File: src/rtl/strobe_sequencer.sv
// Multi-channel strobe generator: a programmable-period counter feeds CHANNELS compare units.
// Define STROBE_SEQ_SHADOW_EN to latch period/cmp at each period boundary instead of reading them live.
module strobe_sequencer #(
    parameter int WIDTH    = 8,
    parameter int CHANNELS = 4
) (
    input  logic                      clk,
    input  logic                      rst_n,
    input  logic                      en,
    input  logic                      oneshot,
    input  logic                      start,
    input  logic [WIDTH-1:0]          period,
    input  logic [CHANNELS*WIDTH-1:0] cmp,
    input  logic [CHANNELS-1:0]       chan_en,
    output logic [WIDTH-1:0]          count,
    output logic [CHANNELS-1:0]       strobe,
    output logic                      wrap,
    output logic                      busy
);

    localparam logic [0:0] ST_IDLE = 1'b0;
    localparam logic [0:0] ST_RUN  = 1'b1;

    logic [0:0]                state_reg;
    logic [WIDTH-1:0]          count_reg;
    logic [CHANNELS-1:0]       strobe_reg;
    logic                      wrap_reg;

    logic [WIDTH-1:0]          period_eff;
    logic [CHANNELS*WIDTH-1:0] cmp_eff;
    logic [CHANNELS-1:0]       match;
    logic                      running;
    logic                      terminal;
    logic                      start_run;

    assign running   = (state_reg == ST_RUN) && en;
    // >= rather than == so a period reduced below the current count still wraps
    assign terminal  = (count_reg >= period_eff);
    assign start_run = (state_reg == ST_IDLE) && en && (!oneshot || start);

`ifdef STROBE_SEQ_SHADOW_EN
    logic [WIDTH-1:0]          period_sh_reg;
    logic [CHANNELS*WIDTH-1:0] cmp_sh_reg;

    always_ff @(posedge clk or negedge rst_n) begin
        if (!rst_n) begin
            period_sh_reg <= '0;
            cmp_sh_reg    <= '0;
        end else if (start_run || (running && terminal)) begin
            period_sh_reg <= period;
            cmp_sh_reg    <= cmp;
        end
    end

    assign period_eff = period_sh_reg;
    assign cmp_eff    = cmp_sh_reg;
`else
    assign period_eff = period;
    assign cmp_eff    = cmp;
`endif

    generate
        for (genvar gi = 0; gi < CHANNELS; gi++) begin : g_cmp
            assign match[gi] = chan_en[gi] && (count_reg == cmp_eff[gi*WIDTH +: WIDTH]);
        end
    endgenerate

    always_ff @(posedge clk or negedge rst_n) begin
        if (!rst_n) begin
            state_reg  <= ST_IDLE;
            count_reg  <= '0;
            strobe_reg <= '0;
            wrap_reg   <= 1'b0;
        end else begin
            strobe_reg <= '0;
            wrap_reg   <= 1'b0;
            case (state_reg)
                ST_IDLE: begin
                    count_reg <= '0;
                    if (start_run) begin
                        state_reg <= ST_RUN;
                    end
                end
                ST_RUN: begin
                    if (running) begin
                        strobe_reg <= match;
                        wrap_reg   <= terminal;
                        if (terminal) begin
                            count_reg <= '0;
                            if (oneshot) begin
                                state_reg <= ST_IDLE;
                            end
                        end else begin
                            count_reg <= count_reg + 1'b1;
                        end
                    end
                end
                default: begin
                    state_reg <= ST_IDLE;
                    count_reg <= '0;
                end
            endcase
        end
    end

    assign count  = count_reg;
    assign strobe = strobe_reg;
    assign wrap   = wrap_reg;
    assign busy   = (state_reg == ST_RUN);

endmodule

File: config.mk
export PLATFORM = sky130hd
export DESIGN_NAME = strobe_sequencer
export DESIGN_NICKNAME = d
export VERILOG_FILES = /design/src/rtl/strobe_sequencer.sv
export SDC_FILE = /design/constraint.sdc
export NUM_CORES = 1
export LEC_CHECK = 0
export ABC_AREA = 1
export BUFFER_PORTS_ARGS = -buffer_cell sky130_fd_sc_hd__buf_2
export CAP_MARGIN = 40
export CORE_ASPECT_RATIO = 1.1
export CORE_MARGIN = 2
export CORE_UTILIZATION = 35
export DETAILED_ROUTE_END_ITERATION = 16
export PLACE_DENSITY = 0.66
export SLEW_MARGIN = 5
export SYNTH_ARGS = -nofsm -noshare
export SYNTH_HDL_FRONTEND = slang
export SYNTH_SLANG_ARGS = --single-unit
export TNS_END_PERCENT = 10
File: constraint.sdc
create_clock -name clk -period 1.6 [get_ports clk]
set_clock_uncertainty 0.15 [all_clocks]
set_input_delay 0.08 -clock clk [delete_from_list [all_inputs] [get_ports clk]]
set_output_delay 0.08 -clock clk [all_outputs]
set_load 0.02 [all_outputs]
# [After elaboration in Yosys (flattened, before gate mapping)]
# Index checks and enable logic that the tools add are counted.
[totals] register_bits=14 in_bits=49 output_inout_bits=14 elab_cells=33
[op_classes] addsub=1 order_cmp=1 n_eq_ne=5 mux=12 bitwise=1 reduce_logical=9
[ops] op="$eq A8 B8 Y1" count=4
[ops] op="$mux W8" count=2
[ops] op="$pmux W8 S2" count=1
[ops] op="$add A8 B1 Y8 const B" count=1
[ops] op="$ge A8 B8 Y1" count=1
[ops] op="$mux W4" count=2
[ops] op="$logic_and A1 B1 Y1" count=7
[ops] op="$mux W1" count=6
[ops] op="$ne A2 B1 Y1 const B" count=1
[ops] op="$pmux W1 S2" count=1
[ops] op="$logic_not A1 Y1" count=1
[ops] op="$logic_or A1 B1 Y1" count=1
[ops] op="$not A1 Y1" count=1

# [Logic depth before layout (Yosys ltp)]
# Gate-level depths: netlist (run 1).
[depth] word_depth=5 mapped_depth=12

# [Worst setup path before layout (run 1)]
# OpenSTA, ideal clock, no wires.
[synth_path] path_kind="reg2reg" start="register count_reg[0] (netlist: count[0])" end="register count_reg[0] (netlist: count[0])" arrival_time_ps=1483 path_slack_ps=-117 path_stages_with_launch=10 synth_period_minus_slack_ps=1717 cell_sequence="dfrtp_1 > inv_2 > ha_1 > nand2_1 > nor2_1 > nor2_1 > nand2_1 > nand2_1 > nand3_1 > o21ai_0"
[synth_between] elab_chain_len=4 word_cells_on_any_way=5
[synth_rtl] item="start, declared" line_no="25" source="logic [WIDTH-1:0] count_reg;"
[synth_rtl] item="start signal, assigned" line_no="94" source="count_reg <= count_reg + 1'b1;"
[synth_rtl] item="$add A8 B1 Y8 or $ge A8 B8 Y1 (tied branches)" line_no="94, 38"
[synth_rtl] item="$mux W8 (*)" line_no="88" source="if (terminal) begin"
[synth_rtl] item="$mux W8 (*)" line_no="85" source="if (running) begin"
[synth_rtl] item="$pmux W8 S2 (*)" line_no="77" source="case (state_reg)"
# Mark *: on every way between the ends. The rest lies on a longest branch, timed or not. The select of a mux whose other input is x is not followed.
# A chain may end at the register's enable or synchronous reset.

# [Worst setup path after layout (run 1)]
[layout_path] start="register count_reg[0] (netlist: count[0])" end="register count_reg[1] (netlist: count[1])"
# The elaborated chain is that of the path after synthesis.

==> summary.txt, run 1 <==
Clocking
  – TritonCTS clock tree: done
  – Reg clk slew, reported paths: roughly 0.07 ns
  – H-tree levels: 1
  – Root Buffer: clkbuf_8
  – Total CTS buffers: 3
  – Skew-Pair Late Insertion Delay: 0.25 ns
  – Clock Sinks: 14
  – Longest Clk Path Bufs: 2

Min path
  – Hold Crit Depth: 4
  – Hold path startpoint: cmp[23]
  – Worst Hold Endpoint: strobe[2]
  – Hold Path Class: in2reg

STA
  – Worst setup margin: -0.0183 ns
  – Finish-stage setup viols: 2
  – Final Max Tran Viols: 0
  – Final hold violation count: 0
  – Hold slack: slightly below 0.003 ns
  – Fmax: 618 MHz
  – Crit share post-route: 101%
  – Worst-Margin Slew: around 0.5 ns
  – Worst slew margin: 66.6%
  – RSZ-0062 raised after global routing: true
  – Post-route minimum period: ~1.6 ns

Die
  – Total die area: about 0.0042 mm2
  – Core Rows: 23
  – # IOs: between 60 and 70
  – Starting Density: 35.9%
  – Die W: between 60 and 70 um
  – DIE HEIGHT: ~67 um
  – Placeable Area: 0.00357 mm2

Final layout
  – Max reg flops: 8
  – Final nets: about 330
  – P&R area growth vs syn: 53.6%
  – FILL cells: ~400
  – # diodes: 0
  – Final non-filler cell total: roughly 320
  – Layout cells sized above 1: approximately 36%

Synth
  – Synth Cell Area: around 0.0013 mm2
  – Cell taking the most area after synthesis: dfrtp_1
  – YS warnings: 0
  – Async set-reset flop share out of synthesis: 100%
  – Seq cells post-synth: 14
  – EDFF count, synth: 0
  – Syn Area/Cell: around 6.8 um2
  – Post-synthesis cell count: 187
  – Count leader, synth: nand2_1
  – Post-synthesis sequential area ratio: around 27%
  – Post-synth top flop: dfrtp_1
  – Synth top area cells: dfrtp_1, nand2_1, ha_1
  – Syn_nets: about 250
  – Synth unique cells: 21
  – Top cell type's share of synthesized area: 27.4%
  – Commonest cells in the netlist: nand2_1, inv_1, nor2_1, o21ai_0, dfrtp_1

Pwr
  – P_leak: between 1 and 1.5 nW
  – Clk network pwr share: a little under a fifth
  – P_int: around 1.1 mW
  – Max VDD drop: around 0.00042 V
  – NetSw: 0.827 mW
  – Comb pwr share: between 50% and 60%
  – PwrDens: 977 mW/mm2
  – Reg power frac: between 20% and 30%
  – Switch share: 43.0%

Worst setup path
  – Crit end category: flip-flop
  – FF-to-FF Start: count[0]
  – Crit path DAT: around 1.7 ns
  – Crit path max fanout: 3
  – CP Launch Type: flip-flop
  – Worst setup path class: reg2reg
  – Worst r2r path cells: 11
  – Required time of the critical path: about 1.6 ns
  – Flop-to-flop setup slack: -0.02 ns
  – Worst reg2reg endpoint: count[1]

Placed design
  – PortBufs: 62
  – Post-Place Worst Slack: -0.0311 ns
  – Gpl congestion: around 0.8
  – Placed insts: about 300
  – Post-DP HPWL: between 2000 and 3000 um

Global routing
  – Largest net degree at the start of global routing: 15
  – Vias in the first global route: 1259
  – Gr usage total: 17.4%
  – Gr ovfl total: 0
  – Initial antenna violation count: 0
  – First-pass GRT wire length: approximately 5400 um

Flow run
  – Max Cap Viol: 0

Detailed routing
  – DRC viols: 0
  – Vias: ~1500
  – Drt first pass iters: 4
  – WL final: around 3600 um
  – Starting DRT DRC Count: 36
  – DR WL/cell: ~11 um
  – Routed Antenna Nets: 0
  – Via density: around 4.5

Outcome
  – Failing checks: setup timing
  – Outcome: finished, violations left
## worst max-delay path by stage
stage | start | to | slack [ns]
after floorplan | count[0] | count[1] | -0.005
after global routing | count[0] | count[1] | -0.13
after detailed placement | count[3] | count[1] | -0.03
after CTS | count[0] | count[1] | 0.02
after global placement | count[2] | count[1] | 0.009
final | count[0] | count[1] | -0.02
## power by group through the flow
stage | registers [mW] | clock network, mW | logic, mW
global route | 0.464 | 0.372 | 1.26
global placement | 0.458 | 0 | 1.02
finish | 0.457 | 0.350 | 1.11
floorplan | 0.578 | 0 | 0.576
detailed placement | 0.458 | 0 | 1.03
CTS | 0.452 | 0.355 | 1.07
## cells in the final DEF (no fill, tap or decap), drive strengths merged
master | netlist | routed
buf | 3 | 73
nand2 | 56 | 56
inv | 24 | 24
o21ai | 20 | 20
nor2 | 18 | 18
dlygate4sd3 | 0 | 14
dfrtp | 14 | 14
xor2 | 10 | 10
nand3 | 10 | 10
ha | 9 | 9
xnor2 | 7 | 7
o22ai | 4 | 4
nor3 | 4 | 4
clkbuf | 1 | 4
nand4 | 3 | 3
a21oi | 3 | 3
o21a | 1 | 1
## metal layers
metal	share of wire [%]	track usage, %
met1	44	22.0
met2	51	29.9
met3	4.7	4.21
met4	0.28	3.19
met5	0	0
## through the flow
stage / total power, mW / utilization (%) / area [um2] / TNS, ns
after floorplan: 1.15 / - / 1290 / -0.00659
after detailed placement: 1.49 / 47.5 / 1700 / -0.0443
after CTS: 1.88 / 53.2 / 1900 / 0
final: 1.92 / 55.1 / 1970 / -0.0192
after global placement: 1.48 / 47.5 / 1700 / 0
after global routing: 2.09 / 55.1 / 1970 / -0.903
## timing repair
item | 4_1_cts | 5_1_grt
setup buffers | 0 | 2
gates resized for setup | 2 | 13
pin swaps | 0 | 6
endpoints found under the setup margin | 2 | 9
hold buffers | 14 | 0
endpoints found under the hold margin | 19 | 0
## cells by family after synthesis
kind of cell,share of synthesized area [%]
and+or+nand+nor,31.2
AOI/OAI and AO/OA,11.5
buffers and inverters,9.48
xor gates and xnor gates,11.6
DFF,27.4
adders and majority gates,8.80
## critical path: stages, from the launching register on
cell and delay [ns]:
dfrtp_2 0.41, inv_2 0.08, ha_4 0.20, nand2_1 0.06
nor2_1 0.04, nor2_1 0.09, nand2_1 0.07, nand2_2 0.13
nand2_4 0.08, nor2_4 0.12, nand2_1 0.06, nand2_1 0.05
## final cells by class
class	count	area [um2]	share of cell area [%]
Clock buffer	4	55.1	2.80
Tap cell	50	62.6	3.18
Inverter	24	90.1	4.58
Multi-Input combinational cell	145	872	44.4
Sequential cell	14	353	18.0
Timing Repair Buffer	87	533	27.1
No activity file was read; power rests on OpenSTA's default activity.
==> inputs of run 2 (changes only) <==
CORE_UTILIZATION = 41   (was 35)
PLACE_DENSITY = 0.76   (was 0.66)
==> run 2 against run 1 <==
Hold slack worse by 0.00065 ns. Maximum frequency up 1.5%. Highest routed layer unchanged. Non-clock buffer count grew 3. Via count rose by 5.4%. The run now ends clean.
==> summary.txt, run 2 (synthesis results as in run 1) <==
Final layout
  – FILL cells: 251 (-36%)
  – Final Cell Area: 0.00196 mm2 (-0.38%)
  – Layout cells sized above 1: 35.0% (-1.1 points)
  – # diodes: 0 (unchanged)
  – Most common cell after layout, fill and taps aside: buf_2
  – Commonest cells after routing, fill and taps aside: buf_2, nand2_1, inv_1
  – Max reg flops: 8 (unchanged)
  – P&R area growth vs syn: 53.0%
  – Final nets: 336 (+0.90%)
  – Fin util: 64.8% (+9.7 points)

Worst setup path
  – Crit end category: flip-flop
  – Required time of the critical path: 1.66 ns (+0.03 ns)
  – Worst setup path class: reg2reg
  – Worst r2r path cells: 5 (-6)
  – Crit path max fanout: 6 (+3)
  – Crit path DAT: 1.66 ns (about the same)
  – CP Launch Type: flip-flop

STA
  – Setup TNS: 0 ns (+0.0192 ns)
  – Finish-stage setup viols: 0 (-2)
  – Final Max Tran Viols: 0 (unchanged)
  – Hold slack: 0.00228 ns (-0.000653 ns)
  – Crit share post-route: 99.7% (-1.5 points)
  – RSZ-0062 raised after global routing: true
  – Post-route minimum period: 1.59 ns (-0.0237 ns)
  – Fmax: 627 MHz (+1.5%)
  – Worst slew margin: 75.4% (+8.8 points)
  – Final hold violation count: 0 (unchanged)
  – Worst-Margin Slew: 0.369 ns (-0.130 ns)

Die
  – Core Rows: 21 (-8.7%)
  – Die W: 57.3 um (-7.1%)
  – Total die area: 0.00359 mm2 (-14%)
  – DIE HEIGHT: 62.6 um (-7.2%)
  – Starting Density: 42.4% (+6.5 points)
  – # IOs: 63 (unchanged)
  – Placeable Area: 0.00302 mm2 (-15%)

Detailed routing
  – Drt first pass iters: 4 (unchanged)
  – DRC viols: 0 (unchanged)
  – Via density: 4.91 (+9.8%)
  – Routed Antenna Nets: 0 (unchanged)
  – WL final: 4030 um (+13%)
  – DR WL/cell: 13.0 um (+18%)
  – Vias: 1528 (+5.4%)
  – Starting DRT DRC Count: 54 (+50%)

Placed design
  – Gpl congestion: 0.856 (+7.6%)
  – DP Area: 0.00168 mm2 (-0.74%)
  – PortBufs: 62 (unchanged)
  – Post-DP HPWL: 2870 um (+2.6%)

Global routing
  – Gr ovfl total: 0 (unchanged)
  – Initial antenna violation count: 0 (unchanged)
  – Vias in the first global route: 1441 (+14%)
  – Largest net degree at the start of global routing: 15 (unchanged)
  – First-pass GRT wire length: 6440 um (+19%)
  – Gr usage total: 22.9% (+5.5 points)

Clocking
  – Root Buffer: clkbuf_4
  – Longest Clk Path Bufs: 2 (unchanged)
  – Setup bufs post-CTS: 0 (unchanged)
  – H-tree levels: 1 (unchanged)
  – Skew-Pair Late Insertion Delay: 0.29 ns (+0.04 ns)
  – Clock Sinks: 14 (unchanged)
  – Total CTS buffers: 3 (unchanged)
  – TritonCTS clock tree: done
  – Reg clk slew, reported paths: 0.10 ns (+0.03 ns)

Pwr
  – P_leak: 1.06 nW (about the same)
  – PwrDens: 965 mW/mm2 (-1.3%)
  – Max VDD drop: 0.000541 V (+29%)

Flow run
  – Max Cap Viol: 0 (unchanged)

Min path
  – Hold Path Class: in2reg
  – Hold Crit Depth: 6 (+2)

Outcome
  – Outcome: completed
==> run 2: changes by cell type in the layout (fill, tap and decap cells not counted), sizes merged <==
cell / before / now
dlygate4sd3: 14 / 18
buf: 73 / 72
==> run 2: area by class of cell <==
class,instances,area (um2),share of cell area [%]
Multi-Input combinational cell,145,867,44.3
Timing Repair Buffer,90,569,29.1
Sequential cell,14,353,18.0
Inverter,24,90.1,4.60
Tap cell,34,42.5,2.17
Clock buffer,4,36.3,1.85
==> run 2: timing repair <==
action / CTS / global route
setup endpoints to repair: 3 / 9
hold buffers: 18 / 0
pin swaps: 2 / 2
resized for setup: 7 / 6
endpoints found under the hold margin: 20 / 0
==> run 2: path summary, 6_finish.rpt <==
kind	start	to	slack [ns]
worst max-delay path	count[7]	count[4]	0.005
worst max register to register	count[7]	count[4]	0.005
min in group asynchronous	rst_n	count[3]	0.07
max in group asynchronous	rst_n	count[0]	0.94
worst min-delay path	cmp[20]	strobe[2]	0.002
worst min register to register	busy	busy	0.46
==> run 2: power breakdown <==
group	total, mW	internal, mW	switching (mW)
Sequential	0.464	0.415	0.0496
Combinational	1.15	0.477	0.676
Clock	0.272	0.139	0.133
Total	1.89	1.03	0.858
==> run 2: critical path, cell delays in order, from the launching register on <==
cell and delay (ns):
dfrtp_1 0.39, ha_1 0.28, a21oi_1 0.16, o21a_1 0.21, nand3_2 0.15, o21ai_1 0.17
==> run 2: per-layer routing <==
| metal | part of all wire [%] | vias up | wire, um | track usage (%) |
|---|---|---|---|---|
| met4 | 1.3 | 0 | 54 | 6.69 |
| met5 | 0 | - | 0 | 0 |
| met2 | 53 | 51 | 2150 | 41.5 |
| met3 | 5.5 | 6 | 223 | 3.93 |
| li1 | - | 776 | - | - |
| met1 | 40 | 695 | 1610 | 27.0 |
==> run 2: per-stage QoR <==
step / total power [mW] / worst slack (ns) / instances
6_report: 1.89 / 0.00546 / 311
5_1_grt: 2.03 / -0.0526 / 311
4_1_cts: 1.83 / 0.0164 / 311
3_5_place_dp: 1.49 / -0.0615 / 289
3_3_place_gp: 1.47 / -0.0372 / 289
2_1_floorplan: 1.15 / -0.00518 / 187
